[config.mk]
export PLATFORM = sky130hd
export DESIGN_NAME = wb_gpio_irq
export DESIGN_NICKNAME = d
export VERILOG_FILES = /design/src/rtl/wb_gpio_irq.sv
export SDC_FILE = /design/constraint.sdc
export NUM_CORES = 1
export LEC_CHECK = 0
export BUFFER_PORTS_ARGS = -buffer_cell sky130_fd_sc_hd__buf_2
export CORE_MARGIN = 4
export CORE_UTILIZATION = 40
export CTS_CLUSTER_DIAMETER = 50
export DETAILED_ROUTE_END_ITERATION = 16
export PLACE_DENSITY_LB_ADDON = 0.05
export SLEW_MARGIN = 20
export SYNTH_ARGS = -nofsm -noshare
export SYNTH_HDL_FRONTEND = slang
export SYNTH_SLANG_ARGS = --single-unit
[constraint.sdc]
create_clock -name i_clk -period 2.1 [get_ports i_clk]
set_input_delay 0.42 -clock i_clk [delete_from_list [all_inputs] [get_ports i_clk]]
set_output_delay 0.42 -clock i_clk [all_outputs]
set_load 0.05 [all_outputs]
[src/rtl/wb_gpio_irq.sv]
// wb_gpio_irq: Wishbone-slave GPIO bank with per-pin direction, set/clear output
// writes, synchronised inputs and sticky per-pin rise/fall interrupts.
//
// Ports:
//   i_clk, i_rst_n        clock, asynchronous active-low reset
//   i_adr/i_stb/i_we/i_dat  Wishbone request (i_stb held until o_ack)
//   o_ack, o_dat          one-cycle acknowledge, read data valid with o_ack
//   o_irq                 level interrupt, OR of the sticky status bits
//   i_pad_in              raw asynchronous pad inputs
//   o_pad_out, o_pad_oe   pad output value and drive enable (1 = drive)
//
// Register map (full address decode, unmapped reads 0 / writes ignored):
//   0 DATA_IN RO, 1 DATA_OUT RW, 2 DIR RW (1 = input), 3 OUT_SET WO,
//   4 OUT_CLR WO, 5 IRQ_RISE RW, 6 IRQ_FALL RW, 7 IRQ_STAT R/W1C.
//   OUT_SET and OUT_CLR read back DATA_OUT.

module wb_gpio_irq #(
  parameter int unsigned DSIZE       = 8,
  parameter int unsigned ASIZE       = 3,
  parameter int unsigned SYNC_STAGES = 2
) (
  input  logic             i_clk,
  input  logic             i_rst_n,
  input  logic [ASIZE-1:0] i_adr,
  input  logic             i_stb,
  input  logic             i_we,
  input  logic [DSIZE-1:0] i_dat,
  output logic             o_ack,
  output logic [DSIZE-1:0] o_dat,
  output logic             o_irq,
  input  logic [DSIZE-1:0] i_pad_in,
  output logic [DSIZE-1:0] o_pad_out,
  output logic [DSIZE-1:0] o_pad_oe
);

  localparam logic [ASIZE-1:0] AdrDataIn  = ASIZE'(0);
  localparam logic [ASIZE-1:0] AdrDataOut = ASIZE'(1);
  localparam logic [ASIZE-1:0] AdrDir     = ASIZE'(2);
  localparam logic [ASIZE-1:0] AdrOutSet  = ASIZE'(3);
  localparam logic [ASIZE-1:0] AdrOutClr  = ASIZE'(4);
  localparam logic [ASIZE-1:0] AdrIrqRise = ASIZE'(5);
  localparam logic [ASIZE-1:0] AdrIrqFall = ASIZE'(6);
  localparam logic [ASIZE-1:0] AdrIrqStat = ASIZE'(7);

  typedef enum logic {StIdle, StAck} state_e;

  state_e           state_q;
  logic [DSIZE-1:0] data_out_q, data_out_d;
  logic [DSIZE-1:0] dir_q, dir_d;
  logic [DSIZE-1:0] irq_rise_q, irq_rise_d;
  logic [DSIZE-1:0] irq_fall_q, irq_fall_d;
  logic [DSIZE-1:0] irq_stat_q, irq_stat_d;
  logic [DSIZE-1:0] sync_q [SYNC_STAGES];
  logic [DSIZE-1:0] prev_q;
  logic [DSIZE-1:0] pad_sync, rise, fall, rd_data;
  logic             xfer, wr_en;

  // A transfer is accepted only on the IDLE->ACK edge; this is where writes commit.
  assign xfer  = (state_q == StIdle) && i_stb;
  assign wr_en = xfer && i_we;

  assign pad_sync = sync_q[SYNC_STAGES-1];
  assign rise     = pad_sync & ~prev_q;
  assign fall     = ~pad_sync & prev_q;

  assign o_pad_out = data_out_q;
  assign o_pad_oe  = ~dir_q;
  assign o_irq     = |irq_stat_q;

  // Read mux
  always_comb begin
    rd_data = '0;
    case (i_adr)
      AdrDataIn:  rd_data = pad_sync;
      AdrDataOut: rd_data = data_out_q;
      AdrDir:     rd_data = dir_q;
      AdrOutSet:  rd_data = data_out_q;
      AdrOutClr:  rd_data = data_out_q;
      AdrIrqRise: rd_data = irq_rise_q;
      AdrIrqFall: rd_data = irq_fall_q;
      AdrIrqStat: rd_data = irq_stat_q;
      default:    rd_data = '0;
    endcase
  end

  // Register write decode and interrupt status update
  always_comb begin
    data_out_d = data_out_q;
    dir_d      = dir_q;
    irq_rise_d = irq_rise_q;
    irq_fall_d = irq_fall_q;
    irq_stat_d = irq_stat_q;
    if (wr_en) begin
      case (i_adr)
        AdrDataOut: data_out_d = i_dat;
        AdrDir:     dir_d      = i_dat;
        AdrOutSet:  data_out_d = data_out_q | i_dat;
        AdrOutClr:  data_out_d = data_out_q & ~i_dat;
        AdrIrqRise: irq_rise_d = i_dat;
        AdrIrqFall: irq_fall_d = i_dat;
        AdrIrqStat: irq_stat_d = irq_stat_q & ~i_dat;
        default:    ;
      endcase
    end
    // Applied after W1C so a new edge in the same cycle keeps its bit set.
    irq_stat_d = irq_stat_d | (rise & irq_rise_q) | (fall & irq_fall_q);
  end

  // Bus FSM with registered acknowledge and read data
  always_ff @(posedge i_clk or negedge i_rst_n) begin
    if (!i_rst_n) begin
      state_q <= StIdle;
      o_ack   <= 1'b0;
      o_dat   <= '0;
    end else begin
      case (state_q)
        StIdle: begin
          if (i_stb) begin
            state_q <= StAck;
            o_ack   <= 1'b1;
            o_dat   <= rd_data;
          end
        end
        StAck: begin
          state_q <= StIdle;
          o_ack   <= 1'b0;
        end
        default: begin
          state_q <= StIdle;
          o_ack   <= 1'b0;
        end
      endcase
    end
  end

  always_ff @(posedge i_clk or negedge i_rst_n) begin
    if (!i_rst_n) begin
      data_out_q <= '0;
      dir_q      <= '1;
      irq_rise_q <= '0;
      irq_fall_q <= '0;
      irq_stat_q <= '0;
      prev_q     <= '0;
      for (int i = 0; i < SYNC_STAGES; i++) sync_q[i] <= '0;
    end else begin
      data_out_q <= data_out_d;
      dir_q      <= dir_d;
      irq_rise_q <= irq_rise_d;
      irq_fall_q <= irq_fall_d;
      irq_stat_q <= irq_stat_d;
      prev_q     <= pad_sync;
      sync_q[0]  <= i_pad_in;
      for (int i = 1; i < SYNC_STAGES; i++) sync_q[i] <= sync_q[i-1];
    end
  end

endmodule

* Yosys cells after proc, flatten, opt, wreduce, memory -nomap -nowiden
Index checks and enable logic that the tools add are counted.
** Storage, ports and cells
- Register bits after elaboration :: 74
- Bits of input ports :: 23
** Operators by class
- Equality and inequality tests :: 8
- Mux-type cells :: 8
- Bitwise logic cells :: 14
- Reduce and logical (&&, ||, !) cells :: 11
** Operators with widths (number)
- 8-bit bitwise AND :: 6
- 8-bit one-hot mux with 6 select lines :: 1
- 8-bit inverter :: 4
- 8-bit OR :: 3
- 8-bit one-hot mux with 3 select lines :: 1
- 8-bit 2-to-1 mux :: 2
- 3-bit equality test, second input constant :: 4
- 2-bit AND reduction :: 5
- 8-bit OR reduction :: 1
- 3-bit by 2-bit equality test with 1-bit output, second input constant :: 2
- 1-bit one-hot mux with 2 select lines :: 2
- 3-bit by 1-bit equality test with 1-bit output, second input constant :: 1
- 3-bit logical NOT :: 1
- 3-bit nonzero test :: 1
- 3-bit OR reduction :: 1
- 1-bit logical AND :: 2
- 1-bit 2-to-1 mux :: 2
- 2-bit != test, second input constant :: 1
- 1-bit inverter :: 1

* Longest topological paths before layout
Gate-level depths: netlist (run 1).
- Depth in word-level cells :: 6
- Mapped depth :: 6
- Mapped depth without buffers :: 5

* Worst setup path before layout (run 1)
Ideal clock, no wire load.
- Path kind :: input to register
- From :: input port i_adr[0]
- To :: register o_dat[7]
- Library setup time :: 0.126 ns
- Arrival :: 1.450 ns
- Required time :: 1.974 ns
- Slack :: 0.524 ns
- Cell stages on the path :: 5
- Cell sequence :: buf_4 > mux2_4 > a222oi_1 > nor2_1 > a221o_1
** Between the ends
- Word-level cells in the longest chain between the ends :: 3
- Elaborated cells between the ends (all ways) :: 10
** Ends and longest elaborated chain
- start: declaration :: line 24 : input logic [ASIZE-1:0] i_adr,
- 3-bit equality test (tied with other cells) :: line 73 : case (i_adr)
- 3-bit OR reduction (no source line)
- 8-bit one-hot mux with 6 select lines (*) :: line 73
- end signal: assignment :: line 121 : o_dat <= rd_data;
- end: declaration :: line 29 : output logic [DSIZE-1:0] o_dat,
Every way passes the cells marked *; elsewhere a longest branch is shown, timed or not.
A chain may end at the register's enable or synchronous reset.

* Worst setup path after layout (run 1)
- From :: register irq_stat_q[3]
- To :: output port o_irq
** Between the ends
- Word-level cells in the longest chain between the ends :: 1
** Ends and longest elaborated chain
- start: declaration :: line 52 : logic [DSIZE-1:0] irq_stat_q, irq_stat_d;
- start signal: assignment :: line 150 : irq_stat_q <= irq_stat_d;
- 8-bit OR reduction :: line 68 : assign o_irq = |irq_stat_q;
- end: declaration :: line 30 : output logic o_irq,
No other way between the ends.

==> metrics.md, run 1 <==
| Metric | Value |
|---|---|
| Status | `complete, no violations` |
| Nets@finish | `359` |
| Reg2Reg Launch Point | `state_q` |
| Slew HR | `61.7%` |
| Fin Setup TNS | `0 ps` |
| EDFF count, synth | `0` |
| Most numerous cell in the Yosys netlist | `dfrtp_1` |
| First-pass GRT wire length | `12600 um` |
| Period utilization | `94.3%` |
| Row count | `32` |
| CP cell instances | `nor4_1 > nand2_1 > buf_2` |
| Drt initial violations | `123` |
| Sw Pwr | `1330 uW` |
| Max incr delay on CP | `450 ps` |
| Ys flop type | `dfrtp_1` |
| Hold Vio Cnt, Final | `0` |
| IO buf count | `48` |
| Post-CTS Hold Buffers | `0` |
| Synth cell types | `29` |
| Arr. time, crit path | `1560 ps` |
| Max VDD drop | `0.000625 V` |
| Clk_skew | `5.14 ps` |
| Final setup margin | `119 ps` |
| # Post-CTS Setup Buffers | `0` |
| Worst Setup SP | `irq_stat_q[3]` |
| Measured slew at the worst slew-check pin | `574 ps` |
| Placed wire-length estimate | `5470 um` |
| Syn avg cell area | `11.7 um2` |
| Antenna cells | `0` |
| Root Buffer | `clkbuf_8` |
| Synthesized instance count | `267` |
| Gpl congestion | `0.782` |
| Largest net degree at the start of global routing | `37` |
| Via density | `5.16` |
| Min cycle time layout | `1980 ps` |
| Crit start category | `flip-flop` |
| DIE AREA | `9320 um2` |
| Maxcap violations | `0` |
| Sw frac | `32.4%` |
| CTS tree | `yes` |
| Leakage power | `0.00176 uW` |
| I/O pin total | `49` |
| Synth warnings | `0` |
| Clock Path Buffers | `2` |
| Worst Hold Class | `input port to async pin` |
| Post-Syn Area | `3130 um2` |
| Gr usage total | `18.7%` |
| Highest net fanout along the worst path | `3` |
| # setup viols final | `0` |
| Clk sink count | `74` |
| Reg power frac | `45.0%` |
| Synthesized net count | `290` |
| Core area | `7690 um2` |
| CTS buffer count | `9` |
| Initial antenna violation count | `0` |
| P_int | `2780 uW` |
| Layout cell share with drive strength beyond 1 | `35.2%` |
| Comb pwr share | `23.7%` |
| Pwr dens | `1070 nW/um2` |
| Total grt overflow | `0` |
| Crit path buf inv count | `1` |
| Via count | `2286` |
| Async SR Flop Fraction | `100%` |
| Sequential fraction of the synthesis area | `59.4%` |
| Vias in the first global route | `2315` |
| Flops & latches, synth | `74` |
| Die width | `96.5 um` |
| Drt pass-1 iters | `4` |
| Post-synth top cells | `66 x dfrtp_1, 34 x nand2_1, 24 x o21ai_0, 17 x inv_1, 16 x mux2_2` |
| Largest area contributor in the netlist | `dfrtp_1` |
| Gate family responsible for the most delay along the worst path | `simple AND/OR/NAND/NOR gates` |
| CP endpoint kind | `output port` |
| DP Worst Slack | `96.3 ps` |
| Total wire length | `7940 um` |
| Clock power frac | `31.3%` |
| H-Tree Depth | `3` |
| CP max stage cell | `nor4_1` |
| Critical Path RT | `1680 ps` |
| Clk slew on worst S/H paths | `80 ps` |
| Die H | `96.5 um` |
| RSZ-0062 raised after global routing | `false` |
| Routed len/inst | `17.9 um` |
| Max Clk Rate | `0.505 GHz` |
| Post-synth top area share | `52.7%` |
| Synth area leaders | `dfrtp_1 53%, dfstp_2 6.7%, mux2_2 5.7%` |
| Residual DRC count | `0` |
| Layout area overhead | `22.7%` |
| Routed Antenna Nets | `0` |
| CTS resizes | `0` |
| Clk Latency, worst-skew pair | `340 ps` |
| Initial core utilization | `40.8%` |
| Kind of critical path | `flip-flop to output port` |
| Slew Limit Fails | `0` |
cells by family (layout without fill, tap and decap cells):
family          count (synthesis)  after routing  share of synthesized area, %
flops                          74             74                          59.4
simple gates                   78             78                          12.7
buf+inv                        26            100                          3.67
compound gates                 65             65                          14.6
mux                            24             24                          9.58
cells in the final DEF, fill, tap and decap left out, drive strengths merged:
master and count:
buf 67, dfrtp 66, nand2 34, o21ai 32, mux2 24, inv 17
nor2 15, nand2b 12, clkbuf 12, nand3b 9, a21o 8, a22o 8
a222oi 8, a221o 8, dfstp 8, nor4 2, bufinv 2, nor3 2
nand4b 1, o21a 1, and3b 1, and2 1, or3 1, clkinvlp 1
clkinv 1
state kept, by name, summed over array words and instances, names as in the netlist:
name / cells
o_dat: 8
irq_fall_q: 8
pad_sync: 8
state_q: 1
irq_rise_q: 8
dir_q: 8
o_ack: 1
irq_stat_q: 8
prev_q: 8
sync_q: 8
o_pad_out: 8
final cells by class:
class,count,area (um2)
fillers,737,3840
flip-flops and latches,74,1860
multi-input cells,167,1160
repair buffers,67,398
clock buffers,12,165
well taps,102,128
clock inverters,4,72.6
inverters,17,63.8
stage by stage:
step / instances / total power, uW / utilization [%] / area, um2 / hold slack [ps]
after floorplan: 267 / 2550 / - / 3130 / 124
after global placement: 427 / 2850 / 46.9 / 3610 / 332
after detailed placement: 427 / 2860 / 46.9 / 3610 / 336
after CTS: 443 / 4150 / 50.0 / 3850 / 32.3
after global routing: 443 / 4330 / 50.0 / 3850 / 46.4
final: 443 / 4110 / 50.0 / 3850 / 33.7
path summary, 6_finish.rpt:
check / endpoint / slack [ps] / cells past startpoint
max: o_irq / 120 / 3
min: pad_sync[0] / 30 / 1
max reg2reg: irq_rise_q[5] / 580 / 4
min reg2reg: pad_sync[0] / 350 / 0
max in group asynchronous: dir_q[2] / 1440 / 2
min in group i_clk: sync_q[11] / 180 / 1
power by group through the flow:
stage,combinational (uW),sequential [uW],clock (uW)
2_1_floorplan,471,2070,0
3_3_place_gp,971,1870,0
6_report,974,1850,1290
3_5_place_dp,982,1870,0
5_1_grt,1050,1880,1400
4_1_cts,984,1850,1320
routing by layer:
layer | routed length (um) | vias to the layer above | global-route usage, %
li1 | - | 1087 | -
met1 | 3760 | 1113 | 27.0
met2 | 3510 | 78 | 28.0
met3 | 575 | 8 | 4.42
met4 | 93 | 0 | 5.72
met5 | 0 | - | 0
No activity file was read; power rests on OpenSTA's default activity.
==> run 2, diff against run 1 <==
REMOVE_ABC_BUFFERS = 1   (was default)
==> run 2 against run 1 <==
  * Routed wire length is 1.3% higher
  * Clock power increased by 6%
  * Cell area grew 0.68%
  * Via count rose by 0.31%
  * Register-to-register slack worse by 110 ps
  * Flip-flop and latch count unchanged
  * Total power rose by 2.0%
  * Fmax is 6.4% higher
  * Hold slack got worse by 20 ps
  * Non-clock buffer count down 1
  * Critical path type unchanged
  * Critical endpoint unchanged
==> metrics.md, run 2 (same netlist as run 1, synthesis figures left out) <==
| Metric | Value |
|---|---|
| Min cycle time layout | `1860 ps (-119 ps)` |
| Initial core utilization | `40.8% (unchanged)` |
| Multi-input gate area | `1160 um2 (+0.54%)` |
| Gate family responsible for the most delay along the worst path | `simple AND/OR/NAND/NOR gates` |
| Vias in the first global route | `2353 (+1.6%)` |
| Number of fill cells | `734 (-0.41%)` |
| Drt pass-1 iters | `4 (unchanged)` |
| Post-Place Cells | `426 (-0.23%)` |
| Post-layout util | `50.4% (+0.34 points)` |
| Gr usage total | `18.9% (+0.17 points)` |
| CP max stage cell | `dfrtp_1` |
| Measured slew at the worst slew-check pin | `596 ps (+22.1 ps)` |
| Final Total Pwr | `4190 uW (+2.0%)` |
| Clk_skew | `1.88 ps (-3.26 ps)` |
| Fin Setup TNS | `0 ps (unchanged)` |
| IO buf count | `48 (unchanged)` |
| Clk Latency, worst-skew pair | `350 ps (about the same)` |
| Hold Vio Cnt, Final | `0 (unchanged)` |
| Slew Limit Fails | `0 (unchanged)` |
| Layout cell share with drive strength beyond 1 | `35.0% (-0.19 points)` |
| Row count | `32 (unchanged)` |
| CP endpoint kind | `output port` |
| H-Tree Depth | `3 (unchanged)` |
| Reg2Reg Launch Point | `state_q` |
| Die H | `96.5 um (unchanged)` |
| Maxcap violations | `0 (unchanged)` |
| Via count | `2293 (+0.31%)` |
| CTS tree | `yes` |
| Die width | `96.5 um (unchanged)` |
| Core area | `7690 um2 (unchanged)` |
| # setup viols final | `0 (unchanged)` |
| DIE AREA | `9320 um2 (unchanged)` |
| Max incr delay on CP | `410 ps (-40 ps)` |
| CTS buffer count | `9 (unchanged)` |
| Routed len/inst | `18.2 um (+1.6%)` |
| Critical Path RT | `1680 ps (about the same)` |
| CP cell instances | `nor4_2 > nand2_1 > buf_2` |
| Finished Layout Cells | `442 (-0.23%)` |
| Nets@finish | `358 (-0.28%)` |
| Slew HR | `60.2% (-1.5 points)` |
| Residual DRC count | `0 (unchanged)` |
| Status | `complete, no violations` |
| # Post-CTS Setup Buffers | `0 (unchanged)` |
| Register area | `1860 um2 (unchanged)` |
| Commonest non-fill, non-tap cell in the layout | `dfrtp_1` |
| Kind of critical path | `flip-flop to output port` |
| Root Buffer | `clkbuf_8` |
| Clk slew on worst S/H paths | `70 ps (about the same)` |
| First-pass GRT wire length | `12700 um (+0.55%)` |
| Worst Hold Class | `input port to async pin` |
| CTS resizes | `0 (unchanged)` |
| Crit start category | `flip-flop` |
| Highest net fanout along the worst path | `3 (unchanged)` |
| Most frequent cells in the layout | `66 x dfrtp_1, 47 x buf_2, 34 x nand2_1` |
| Placed wire-length estimate | `5610 um (+2.6%)` |
| Max VDD drop | `0.000410 V (-34%)` |
| Via density | `5.19 (+0.53%)` |
| Crit path buf inv count | `1 (unchanged)` |
| Max Clk Rate | `0.537 GHz (+6.4%)` |
| Total wire length | `8040 um (+1.3%)` |
| Pwr dens | `1080 nW/um2 (+1.3%)` |
| Worst Setup SP | `irq_stat_q[4]` |
| Hold_ws | `13.4 ps (-20.4 ps)` |
| RSZ-0062 raised after global routing | `false` |
| Leakage power | `0.00176 uW (+0.13%)` |
| Arr. time, crit path | `1440 ps (-120 ps)` |
| Clock Path Buffers | `2 (unchanged)` |
| Post-CTS Hold Buffers | `0 (unchanged)` |
| Clk sink count | `74 (unchanged)` |
| Total grt overflow | `0 (unchanged)` |
| Gpl congestion | `0.790 (+1.0%)` |
| Routed Antenna Nets | `0 (unchanged)` |
| Largest net degree at the start of global routing | `35 (-5.4%)` |
| Initial antenna violation count | `0 (unchanged)` |
| I/O pin total | `49 (unchanged)` |
| Layout area overhead | `23.6%` |
| Antenna cells | `0 (unchanged)` |
| Period utilization | `88.7% (-5.6 points)` |
| Drt initial violations | `92 (-25%)` |
run 2: cell count changes in the layout (fill, tap and decap cells not counted), sizes merged:
| cell | change |
|---|---|
| buf | -1 |
| bufinv | +1 |
| clkinv | -1 |
run 2: final timing paths:
check | endpoint | slack (ps) | cells after the start
max | o_irq | 240 | 3
min | pad_sync[0] | 10 | 1
max reg2reg | o_pad_out[5] | 470 | 5
min reg2reg | pad_sync[2] | 350 | 0
max in group asynchronous | dir_q[3] | 1450 | 2
min in group i_clk | sync_q[9] | 170 | 1
run 2: worst register-to-register path: stages, from the launching register on:
cell and delay [ps]:
dfrtp_1 390, nand3b_1 270, nor3_1 400, buf_4 210, nand2_1 50, a22o_1 190
run 2: cell type report:
| class | instances | share of cell area (%) |
|---|---|---|
| Sequential cell | 74 | 48.1 |
| Tap cell | 102 | 3.30 |
| Multi-Input combinational cell | 167 | 30.0 |
| Clock inverter | 4 | 2.52 |
| Clock buffer | 12 | 4.01 |
| Inverter | 17 | 1.65 |
| Timing Repair Buffer | 66 | 10.4 |
run 2: metrics by stage:
stage                     cell area (um2)  worst slack, ps
final                                3870              238
after global routing                 3870              149
after CTS                            3870              117
after detailed placement             3610             46.6
after global placement               3610              105
after floorplan                      3080              590
run 2: metal layers:
metal | GRT usage [%] | share of wire [%] | vias to the layer above
met1 | 26.3 | 45 | 1133
met3 | 3.56 | 6.3 | 13
met4 | 10.4 | 1.8 | 0
met5 | 0 | 0 | -
li1 | - | - | 1083
met2 | 27.8 | 46 | 64
run 2: power breakdown:
group	switching [uW]	internal (uW)	leakage (uW)
Combinational	631	338	0.000771
Clock	517	855	0.000123
Sequential	175	1670	0.000864
Total	1320	2860	0.00176
